## src/rtl/mips_pkg.sv

```systemverilog
// Shared encodings for the multicycle MIPS control unit: FSM states,
// opcode/funct fields and ALU operation codes.
package mips_pkg;

    typedef enum logic [3:0] {
        S_FETCH     = 4'd0,
        S_DECODE    = 4'd1,
        S_MEM_ADDR  = 4'd2,
        S_MEM_READ  = 4'd3,
        S_MEM_WB    = 4'd4,
        S_MEM_WRITE = 4'd5,
        S_EXEC_R    = 4'd6,
        S_R_WB      = 4'd7,
        S_EXEC_I    = 4'd8,
        S_I_WB      = 4'd9,
        S_BRANCH    = 4'd10,
        S_JUMP      = 4'd11,
        S_ILEGAL    = 4'd12
    } estado_t;

    localparam logic [5:0] OP_RTYPE = 6'b000000;
    localparam logic [5:0] OP_LW    = 6'b100011;
    localparam logic [5:0] OP_SW    = 6'b101011;
    localparam logic [5:0] OP_ADDI  = 6'b001000;
    localparam logic [5:0] OP_ANDI  = 6'b001100;
    localparam logic [5:0] OP_ORI   = 6'b001101;
    localparam logic [5:0] OP_SLTI  = 6'b001010;
    localparam logic [5:0] OP_BEQ   = 6'b000100;
    localparam logic [5:0] OP_J     = 6'b000010;

    localparam logic [5:0] FN_ADD = 6'b100000;
    localparam logic [5:0] FN_SUB = 6'b100010;
    localparam logic [5:0] FN_AND = 6'b100100;
    localparam logic [5:0] FN_OR  = 6'b100101;
    localparam logic [5:0] FN_XOR = 6'b100110;
    localparam logic [5:0] FN_NOR = 6'b100111;
    localparam logic [5:0] FN_SLT = 6'b101010;

    localparam logic [3:0] ALU_ADD = 4'b0010;
    localparam logic [3:0] ALU_SUB = 4'b0110;
    localparam logic [3:0] ALU_AND = 4'b0000;
    localparam logic [3:0] ALU_OR  = 4'b0001;
    localparam logic [3:0] ALU_XOR = 4'b0011;
    localparam logic [3:0] ALU_NOR = 4'b1100;
    localparam logic [3:0] ALU_SLT = 4'b0111;

    // States whose exit back to FETCH completes (retires) an instruction.
    function automatic logic retira(input estado_t s);
        return (s == S_MEM_WB) || (s == S_MEM_WRITE) || (s == S_R_WB) ||
               (s == S_I_WB)   || (s == S_BRANCH)    || (s == S_JUMP);
    endfunction

endpackage

```

## src/rtl/control_alu.sv

```systemverilog
// ALU operation decode: funct field for R-type, opcode for immediate forms.
module control_alu
    import mips_pkg::*;
(
    input  logic [5:0] opcode_i,
    input  logic [5:0] funct_i,
    output logic [3:0] alu_ctrl_o,
    output logic       valido_o
);

    always_comb begin
        alu_ctrl_o = ALU_ADD;
        valido_o   = 1'b1;
        if (opcode_i == OP_RTYPE) begin
            case (funct_i)
                FN_ADD:  alu_ctrl_o = ALU_ADD;
                FN_SUB:  alu_ctrl_o = ALU_SUB;
                FN_AND:  alu_ctrl_o = ALU_AND;
                FN_OR:   alu_ctrl_o = ALU_OR;
                FN_XOR:  alu_ctrl_o = ALU_XOR;
                FN_NOR:  alu_ctrl_o = ALU_NOR;
                FN_SLT:  alu_ctrl_o = ALU_SLT;
                default: valido_o   = 1'b0;
            endcase
        end else begin
            case (opcode_i)
                OP_ADDI: alu_ctrl_o = ALU_ADD;
                OP_ANDI: alu_ctrl_o = ALU_AND;
                OP_ORI:  alu_ctrl_o = ALU_OR;
                OP_SLTI: alu_ctrl_o = ALU_SLT;
                default: valido_o   = 1'b0;
            endcase
        end
    end

endmodule

```

## src/rtl/control_multiciclo.sv

```systemverilog
// Multicycle MIPS control FSM: state register, datapath control decode
// and retired-instruction counter.
module control_multiciclo
    import mips_pkg::*;
(
    input  logic        clk,
    input  logic        rst_n,
    input  logic [5:0]  opcode,
    input  logic [5:0]  funct,
    input  logic        cero,
    output logic [3:0]  controlALU,
    output logic        escribirPC,
    output logic        escribirIR,
    output logic        leerMem,
    output logic        escribirMem,
    output logic        escribirReg,
    output logic        iOrD,
    output logic        selA,
    output logic [1:0]  selB,
    output logic [1:0]  fuentePC,
    output logic        regDst,
    output logic        memAReg,
    output logic [3:0]  estado,
    output logic        excepcion,
    output logic [31:0] instrRetiradas
);

    estado_t     estado_q, estado_d;
    logic [31:0] retirada_q;
    logic [3:0]  alu_dec;
    logic        alu_valido;

    logic wpc, wir, rmem, wmem, wreg, exc;

    control_alu u_control_alu (
        .opcode_i   (opcode),
        .funct_i    (funct),
        .alu_ctrl_o (alu_dec),
        .valido_o   (alu_valido)
    );

    always_comb begin
        estado_d = S_FETCH;
        case (estado_q)
            S_FETCH:  estado_d = S_DECODE;
            S_DECODE: begin
                case (opcode)
                    OP_LW, OP_SW:                       estado_d = S_MEM_ADDR;
                    OP_RTYPE:                           estado_d = S_EXEC_R;
                    OP_ADDI, OP_ANDI, OP_ORI, OP_SLTI:  estado_d = S_EXEC_I;
                    OP_BEQ:                             estado_d = S_BRANCH;
                    OP_J:                               estado_d = S_JUMP;
                    default:                            estado_d = S_ILEGAL;
                endcase
            end
            S_MEM_ADDR: estado_d = (opcode == OP_LW) ? S_MEM_READ : S_MEM_WRITE;
            S_MEM_READ: estado_d = S_MEM_WB;
            S_EXEC_R:   estado_d = alu_valido ? S_R_WB : S_ILEGAL;
            S_EXEC_I:   estado_d = S_I_WB;
            default:    estado_d = S_FETCH;
        endcase
    end

    always_ff @(posedge clk or negedge rst_n) begin
        if (!rst_n) begin
            estado_q   <= S_FETCH;
            retirada_q <= 32'd0;
        end else begin
            estado_q <= estado_d;
            if (retira(estado_q))
                retirada_q <= retirada_q + 32'd1;
        end
    end

    // Outputs decode straight from the state so FETCH is live on the very
    // first cycle after reset; enables are gated by rst_n so an abort
    // cancels a pending write without waiting for a clock edge.
    always_comb begin
        wpc        = 1'b0;
        wir        = 1'b0;
        rmem       = 1'b0;
        wmem       = 1'b0;
        wreg       = 1'b0;
        exc        = 1'b0;
        iOrD       = 1'b0;
        selA       = 1'b0;
        selB       = 2'b00;
        fuentePC   = 2'b00;
        regDst     = 1'b0;
        memAReg    = 1'b0;
        controlALU = ALU_AND;
        case (estado_q)
            S_FETCH: begin
                rmem       = 1'b1;
                wir        = 1'b1;
                wpc        = 1'b1;
                selB       = 2'b01;
                controlALU = ALU_ADD;
            end
            S_DECODE: begin
                selB       = 2'b11;
                controlALU = ALU_ADD;
            end
            S_MEM_ADDR: begin
                selA       = 1'b1;
                selB       = 2'b10;
                controlALU = ALU_ADD;
            end
            S_MEM_READ: begin
                iOrD = 1'b1;
                rmem = 1'b1;
            end
            S_MEM_WB: begin
                wreg    = 1'b1;
                memAReg = 1'b1;
            end
            S_MEM_WRITE: begin
                iOrD = 1'b1;
                wmem = 1'b1;
            end
            S_EXEC_R: begin
                selA       = 1'b1;
                controlALU = alu_dec;
            end
            S_R_WB: begin
                wreg   = 1'b1;
                regDst = 1'b1;
            end
            S_EXEC_I: begin
                selA       = 1'b1;
                selB       = 2'b10;
                controlALU = alu_dec;
            end
            S_I_WB: wreg = 1'b1;
            S_BRANCH: begin
                selA       = 1'b1;
                controlALU = ALU_SUB;
                fuentePC   = 2'b01;
                wpc        = cero;
            end
            S_JUMP: begin
                fuentePC = 2'b10;
                wpc      = 1'b1;
            end
            S_ILEGAL: exc = 1'b1;
            default: ;
        endcase
    end

    assign escribirPC     = wpc  & rst_n;
    assign escribirIR     = wir  & rst_n;
    assign leerMem        = rmem & rst_n;
    assign escribirMem    = wmem & rst_n;
    assign escribirReg    = wreg & rst_n;
    assign excepcion      = exc  & rst_n;
    assign estado         = estado_q;
    assign instrRetiradas = retirada_q;

endmodule

```

## config.mk

```make
export PLATFORM = sky130hd
export DESIGN_NAME = control_multiciclo
export DESIGN_NICKNAME = d
export VERILOG_FILES = /design/src/rtl/mips_pkg.sv /design/src/rtl/control_alu.sv /design/src/rtl/control_multiciclo.sv
export SDC_FILE = /design/constraint.sdc
export NUM_CORES = 1
export LEC_CHECK = 0
export ABC_AREA = 1
export ABC_CLOCK_PERIOD_IN_PS = 1900
export CAP_MARGIN = 25
export CORE_MARGIN = 2
export CORE_UTILIZATION = 49
export DETAILED_ROUTE_END_ITERATION = 12
export PLACE_DENSITY = 0.81
export RECOVER_POWER = 100
export SLEW_MARGIN = 30
export SYNTH_ARGS = -nofsm -noshare
export SYNTH_HDL_FRONTEND = slang
export SYNTH_SLANG_ARGS = --single-unit
```

## constraint.sdc

```tcl
create_clock -name clk -period 1.9 [get_ports clk]
set_input_delay 0.38 -clock clk [delete_from_list [all_inputs] [get_ports clk]]
set_output_delay 0.38 -clock clk [all_outputs]
set_load 0.02 [all_outputs]
```

==> results of run 1 <==
-- per-layer routing --
layer	vias up	wire length, um	GRT usage, %
met2	115	3930	44.3
li1	1564	-	-
met3	39	402	3.72
met1	1539	3500	36.7
met5	-	0	0
met4	0	299	10.9
-- registers in the layout, summed over array words and instances, names as in the netlist --
name and count:
instrRetiradas 32, estado 4
-- cell usage in the layout (no fill, tap or decap), types with 3 or more instances in the layout --
cell type	n
nand3_2	3
xor2_1	12
a21oi_2	4
clkdlybuf4s50_1	37
clkbuf_2	3
clkbuf_8	5
dlygate4sd2_1	9
dlymetal6s2s_1	3
nand2_1	166
inv_2	9
buf_6	8
nor2_2	16
buf_2	7
o21ai_0	5
nor2_4	7
dfrtp_1	35
buf_4	58
xnor2_1	6
nand4_1	4
nand2_2	5
nor2_1	64
nand3_1	24
inv_1	45
-- layout make-up --
type / count / area [sq um]
Fill cell: 380 / 1170
Tap cell: 70 / 87.6
Sequential cell: 36 / 902
Timing Repair Buffer: 127 / 1070
Inverter: 54 / 203
Clock buffer: 6 / 72.6
Multi-Input combinational cell: 333 / 1630
Clock inverter: 2 / 35.0
-- synth_stat cells, types with 2 or more instances --
master,n
xnor2_1,6
nand2_1,168
dfrtp_1,36
a21oi_1,4
nor3_1,4
o21ai_0,6
nand4_1,4
xor2_1,12
nand3b_1,2
nor2_2,12
nor2_1,74
nand3_1,27
inv_1,54
nand2_2,3
-- power groups by stage --
stage | combinational (mW) | sequential [mW] | clock (mW)
finish | 1.89 | 0.936 | 0.667
global placement | 1.69 | 0.934 | 0
CTS | 1.68 | 0.927 | 0.666
detailed placement | 1.73 | 0.939 | 0
global route | 2.01 | 0.948 | 0.710
floorplan | 0.764 | 1.03 | 0
-- timing repair --
item                                   4_1_cts  5_1_grt
pin swaps                                   10        9
gates resized for setup                    100       45
endpoints found under the hold margin        0        0
setup endpoints to repair                   18       21
buffers inserted                            10        4
-- cells by family after synthesis --
logic type | count (synthesis) | share of synthesized area [%]
AO/OA/AOI/OAI | 15 | 3.45
XOR/XNOR | 18 | 5.95
adder cells (fa/ha/maj) | 1 | 0.472
buffers and inverters | 57 | 8.88
flip-flops | 36 | 34.0
AND/OR/NAND/NOR | 299 | 47.2
-- path summary, 6_finish.rpt --
path,endpoint,start,slack [ps]
max in group asynchronous,estado[2],rst_n,1010
worst min register to register,instrRetiradas[5],instrRetiradas[5],520
worst min-delay path,instrRetiradas[14],rst_n,290
min in group clk,instrRetiradas[5],instrRetiradas[5],520
worst max-delay path,controlALU[1],estado[2],-30
worst max register to register,instrRetiradas[7],estado[3],30
-- through the flow --
| step | utilization (%) | std cells | TNS [ps] | setup slack, ps | power (mW) |
|---|---|---|---|---|---|
| floorplan | - | 426 | 0 | 36.4 | 1.80 |
| global placement | 72.2 | 607 | -3200 | -623 | 2.62 |
| detailed placement | 72.2 | 607 | -3780 | -694 | 2.67 |
| CTS | 75.1 | 625 | -75.5 | -59.1 | 3.27 |
| global route | 77.3 | 628 | -609 | -95.1 | 3.67 |
| finish | 77.3 | 628 | -76.0 | -30.5 | 3.49 |
==> qor.csv, run 1 <==
metric,value,unit
status,"complete, but fails checks",
violated checks,negative setup slack,
syn_area_per_cell,6.22,sq um
global route total overflow,0,
first-pass GRT wire length,13.4,mm
Setup CP Type,flop to primary output,
number of setup violations in the final report,4,
layout cells sized above 1,24.4,%
largest net degree at the start of global routing,37,
crit path DAT,1550,ps
I/O pin total,69,
slowest CP cell,dfrtp_2,
Static Leakage,1.97,nW
Starting Density,51.2,%
"Max FO, Critical Path",4,
Yosys top cell by area,dfrtp_1,
worst-case clock buffer depth,2,
root buf cell,clkbuf_8,
Post-Syn Instances,426,
P_int,2.08,mW
Avg Vias per Cell,5.19,
Die Width,77.5,um
switching pwr,1.41,mW
yosys warns,0,
per-cell routed wire length,13.0,um
DR vias,3257,
kind of end point of the critical path,primary output,
row cnt,26,
total CTS buffers,5,
fin crit period,1930,ps
max_cap viols,0,
slew margin rel.,41.6,%
die area,6010,sq um
initial antenna violation count,0,
Net Sw Frac,40.4,%
fmax,518,MHz
cell family with most CP delay,simple AND/OR/NAND/NOR gates,
top cell type's share of synthesized area,34.0,%
drt first-iter violations,223,
DRT Wirelength,8.14,mm
HPWL after detailed placement,5.97,mm
part of the power in registers,26.8,%
Core Region,5170,sq um
number of global-route vias before repair,3050,
"Hold Violations, Final",0,
hold_buf cts,0,
final-report max-slew violation count,0,
CP peak stage delay,460,ps
Residual DRC,0,
die height,77.5,um
top_reg_cell synth,dfrtp_1,
antenna cells,0,
CP bufs+invs,4,
CP required,1520,ps
"CTS clk-pin slew, worst paths",70,ps
worst hold path type,input pin to async pin,
Port Buf Inserts,68,
Setup WS post-layout,-30.5,ps
Mapped Area,2650,sq um
nets,573,
RSZ-0062 raised after global routing,true,
R2R depth,9,
hold slack,289,ps
GRT Overall Usage,27.3,%
crit-path cells,nor2_4 > inv_2 > nor2_1 > inv_1 > nand2_2 > buf_4 > nand3_1 > nand2_1 > buf_6,
fin area,4000,sq um
Fin Clk Skew,8.27,ps
synth top area cells,"dfrtp_1 (34%), nand2_1 (24%), nor2_1 (10%)",
Slew @ Worst Pin,876,ps
sequential share of the synthesized area,34.0,%
drt first pass iters,5,
area post-placement,3740,sq um
power density over the cells,873,nW/um^2
"FF+latch count, synth",36,
async set-reset flop share out of synthesis,100,%
WP depth,9,
TritonCTS clock tree,done,
Antenna Violating Nets Remaining,0,
clock sink count,36,
Peak VDD IR,460,uV
Gate power share,54.1,%
P&R area growth vs syn,51.0,%
Yosys cell types,28,
placer congestion estimate,0.902,
worst-skew pair later-pin latency,300,ps
"EDFF count, synth",0,
clock share of power,19.1,%
Worst Setup Start Kind,flop,
period utilization,102,%
post-synth net total,442,
H-tree levels,2,
Power figures use the tool's default switching activity.
==> run 2, diff against run 1 <==
==> constraint.sdc (replaced) <==
create_clock -name clk -period 1.9 [get_ports clk]
set_input_delay 0.475 -clock clk [delete_from_list [all_inputs] [get_ports clk]]
set_output_delay 0.475 -clock clk [all_outputs]
set_load 0.02 [all_outputs]
==> run 2 against run 1 <==
Against the previous run: global-route usage up 1.2 points; register-to-register slack improved by 30 ps; the flow still finishes with violations (negative setup slack); worst hold slack better by 110 ps; design area decreased by 0.53%; maximum frequency decreased by 3.5%; largest power group unchanged; critical path type unchanged; routed wire length up 4.7%; non-clock buffer count rose by 3; first-iteration DRC count decreased by 8.1%; total power down 4.5%.
==> qor.csv, run 2 (synthesis results as in run 1) <==
metric,value,unit,change
"Hold Violations, Final",0,,unchanged
placer congestion estimate,0.961,,was 0.902
global route total overflow,0,,unchanged
CP required,1420,ps,was 1520 ps
Fin Clk Skew,4.03,ps,was 8.27 ps
"Max FO, Critical Path",4,,unchanged
max_cap viols,0,,unchanged
root buf cell,clkbuf_8,,unchanged
I/O pin total,69,,unchanged
RSZ-0062 raised after global routing,true,,unchanged
number of global-route vias before repair,3077,,was 3050
GRT Overall Usage,28.5,%,was 27.3%
Peak VDD IR,451,uV,was 460 uV
antenna cells,0,,unchanged
Total Power,3.33,mW,was 3.49 mW
power density over the cells,838,nW/um^2,was 873 nW/um^2
Die Width,77.5,um,unchanged
area post-placement,3760,sq um,was 3740 sq um
Antenna Violating Nets Remaining,0,,unchanged
kind of end point of the critical path,primary output,,unchanged
violated checks,negative setup slack,,unchanged
row cnt,26,,unchanged
Starting Density,51.2,%,unchanged
slew margin rel.,40.9,%,was 41.6%
per-cell routed wire length,13.5,um,was 13.0 um
Residual DRC,0,,unchanged
GRT Max-Usage Layer,met2,,unchanged
fin crit period,2000,ps,was 1930 ps
Worst Setup Start Kind,flop,,unchanged
worst hold path type,input pin to async pin,,unchanged
Port Buf Inserts,68,,unchanged
"CTS clk-pin slew, worst paths",70,ps,about the same
total CTS buffers,5,,unchanged
worst-case clock buffer depth,2,,unchanged
H-tree levels,2,,unchanged
drt first-iter violations,205,,was 223
Slew @ Worst Pin,887,ps,was 876 ps
Placed Cells,610,,was 607
nets,576,,was 573
"most common cell after layout, fill and taps aside",nand2_1,,unchanged
GR Layer Usage met2,47.9,%,was 44.3%
first-pass GRT wire length,13.9,mm,was 13.4 mm
period utilization,105,%,was 102%
final-report max-slew violation count,0,,unchanged
status,"complete, but fails checks",,unchanged
Core Region,5170,sq um,unchanged
P&R area growth vs syn,50.2,%,was 51.0%
clock sink count,36,,unchanged
die area,6010,sq um,unchanged
fin area,3980,sq um,was 4000 sq um
met1 Use GR,37.9,%,was 36.7%
fmax,500,MHz,was 518 MHz
Setup WS post-layout,-99.8,ps,was -30.5 ps
largest net degree at the start of global routing,37,,unchanged
number of setup violations in the final report,9,,was 4
max FFs per register,32,,unchanged
DR vias,3226,,was 3257
layout cells sized above 1,28.5,%,was 24.4%
DRT Wirelength,8.52,mm,was 8.14 mm
number of non-filler instances in the completed layout,631,,was 628
initial antenna violation count,0,,unchanged
most frequent cells in the layout,"nand2_1 (160), buf_4 (63), nor2_1 (61)",,"was nand2_1 (166), nor2_1 (64), buf_4 (58)"
Setup CP Type,flop to primary output,,unchanged
TritonCTS clock tree,done,,unchanged
worst-skew pair later-pin latency,290,ps,was 300 ps
Avg Vias per Cell,5.11,,was 5.19
hold_buf cts,0,,unchanged
HPWL after detailed placement,5.82,mm,was 5.97 mm
Static Leakage,1.94,nW,was 1.97 nW
drt first pass iters,9,,was 5
die height,77.5,um,unchanged
met3 usage,4.65,%,was 3.72%
crit path DAT,1520,ps,was 1550 ps
==> run 2: critical path, stage by stage (launching register included) <==
cell,delay [ps]
dfrtp_1,410
nor2_2,150
inv_2,70
nor2_2,100
inv_2,70
nand2_4,90
inv_2,50
nor3_2,130
buf_4,170
==> run 2: final cells by class <==
type	count	area [sq um]
multi-input combinational	333	1680
sequential	36	901
timing repair buffer	130	1010
inverter	54	203
tap	70	87.6
clock buffer	6	82.6
fill	385	1190
clock inverter	2	10.0
==> run 2: power breakdown <==
group / switching, mW / internal (mW)
Clock: 0.287 / 0.290
Sequential: 0.0781 / 0.846
Combinational: 1.05 / 0.787
==> run 2: path summary, 6_finish.rpt <==
path	from	to	slack, ps	depth (start not counted)
max	estado[2]	controlALU[3]	-100	8
min	rst_n	instrRetiradas[10]	400	2
max reg2reg	estado[1]	instrRetiradas[7]	60	9
min reg2reg	instrRetiradas[4]	instrRetiradas[4]	530	1
max in group asynchronous	rst_n	instrRetiradas[26]	960	2
min in group clk	instrRetiradas[4]	instrRetiradas[4]	530	1
==> run 2: layer usage <==
layer	wire length, um	up-vias
li1	-	1568
met1	3750	1521
met2	4140	118
met3	498	19
met4	142	0
met5	0	-
==> run 2: stage by stage <==
stage                     setup WS, ps  hold slack, ps  utilization, %  setup TNS [ps]
after detailed placement          -850             516            72.7           -5840
final                            -99.8             395            76.9            -607
after global routing              -148             484            76.9           -2140
after CTS                        -90.2             247            76.7            -490
after floorplan                  -58.6             179               -           -77.6
after global placement            -778             506            72.7           -5080
==> run 2: what timing repair did <==
item                       in CTS  in global routing
pin swaps                      16                 14
setup endpoints to repair      19                 32
gates resized for setup       140                 64
setup buffers                  10                  3
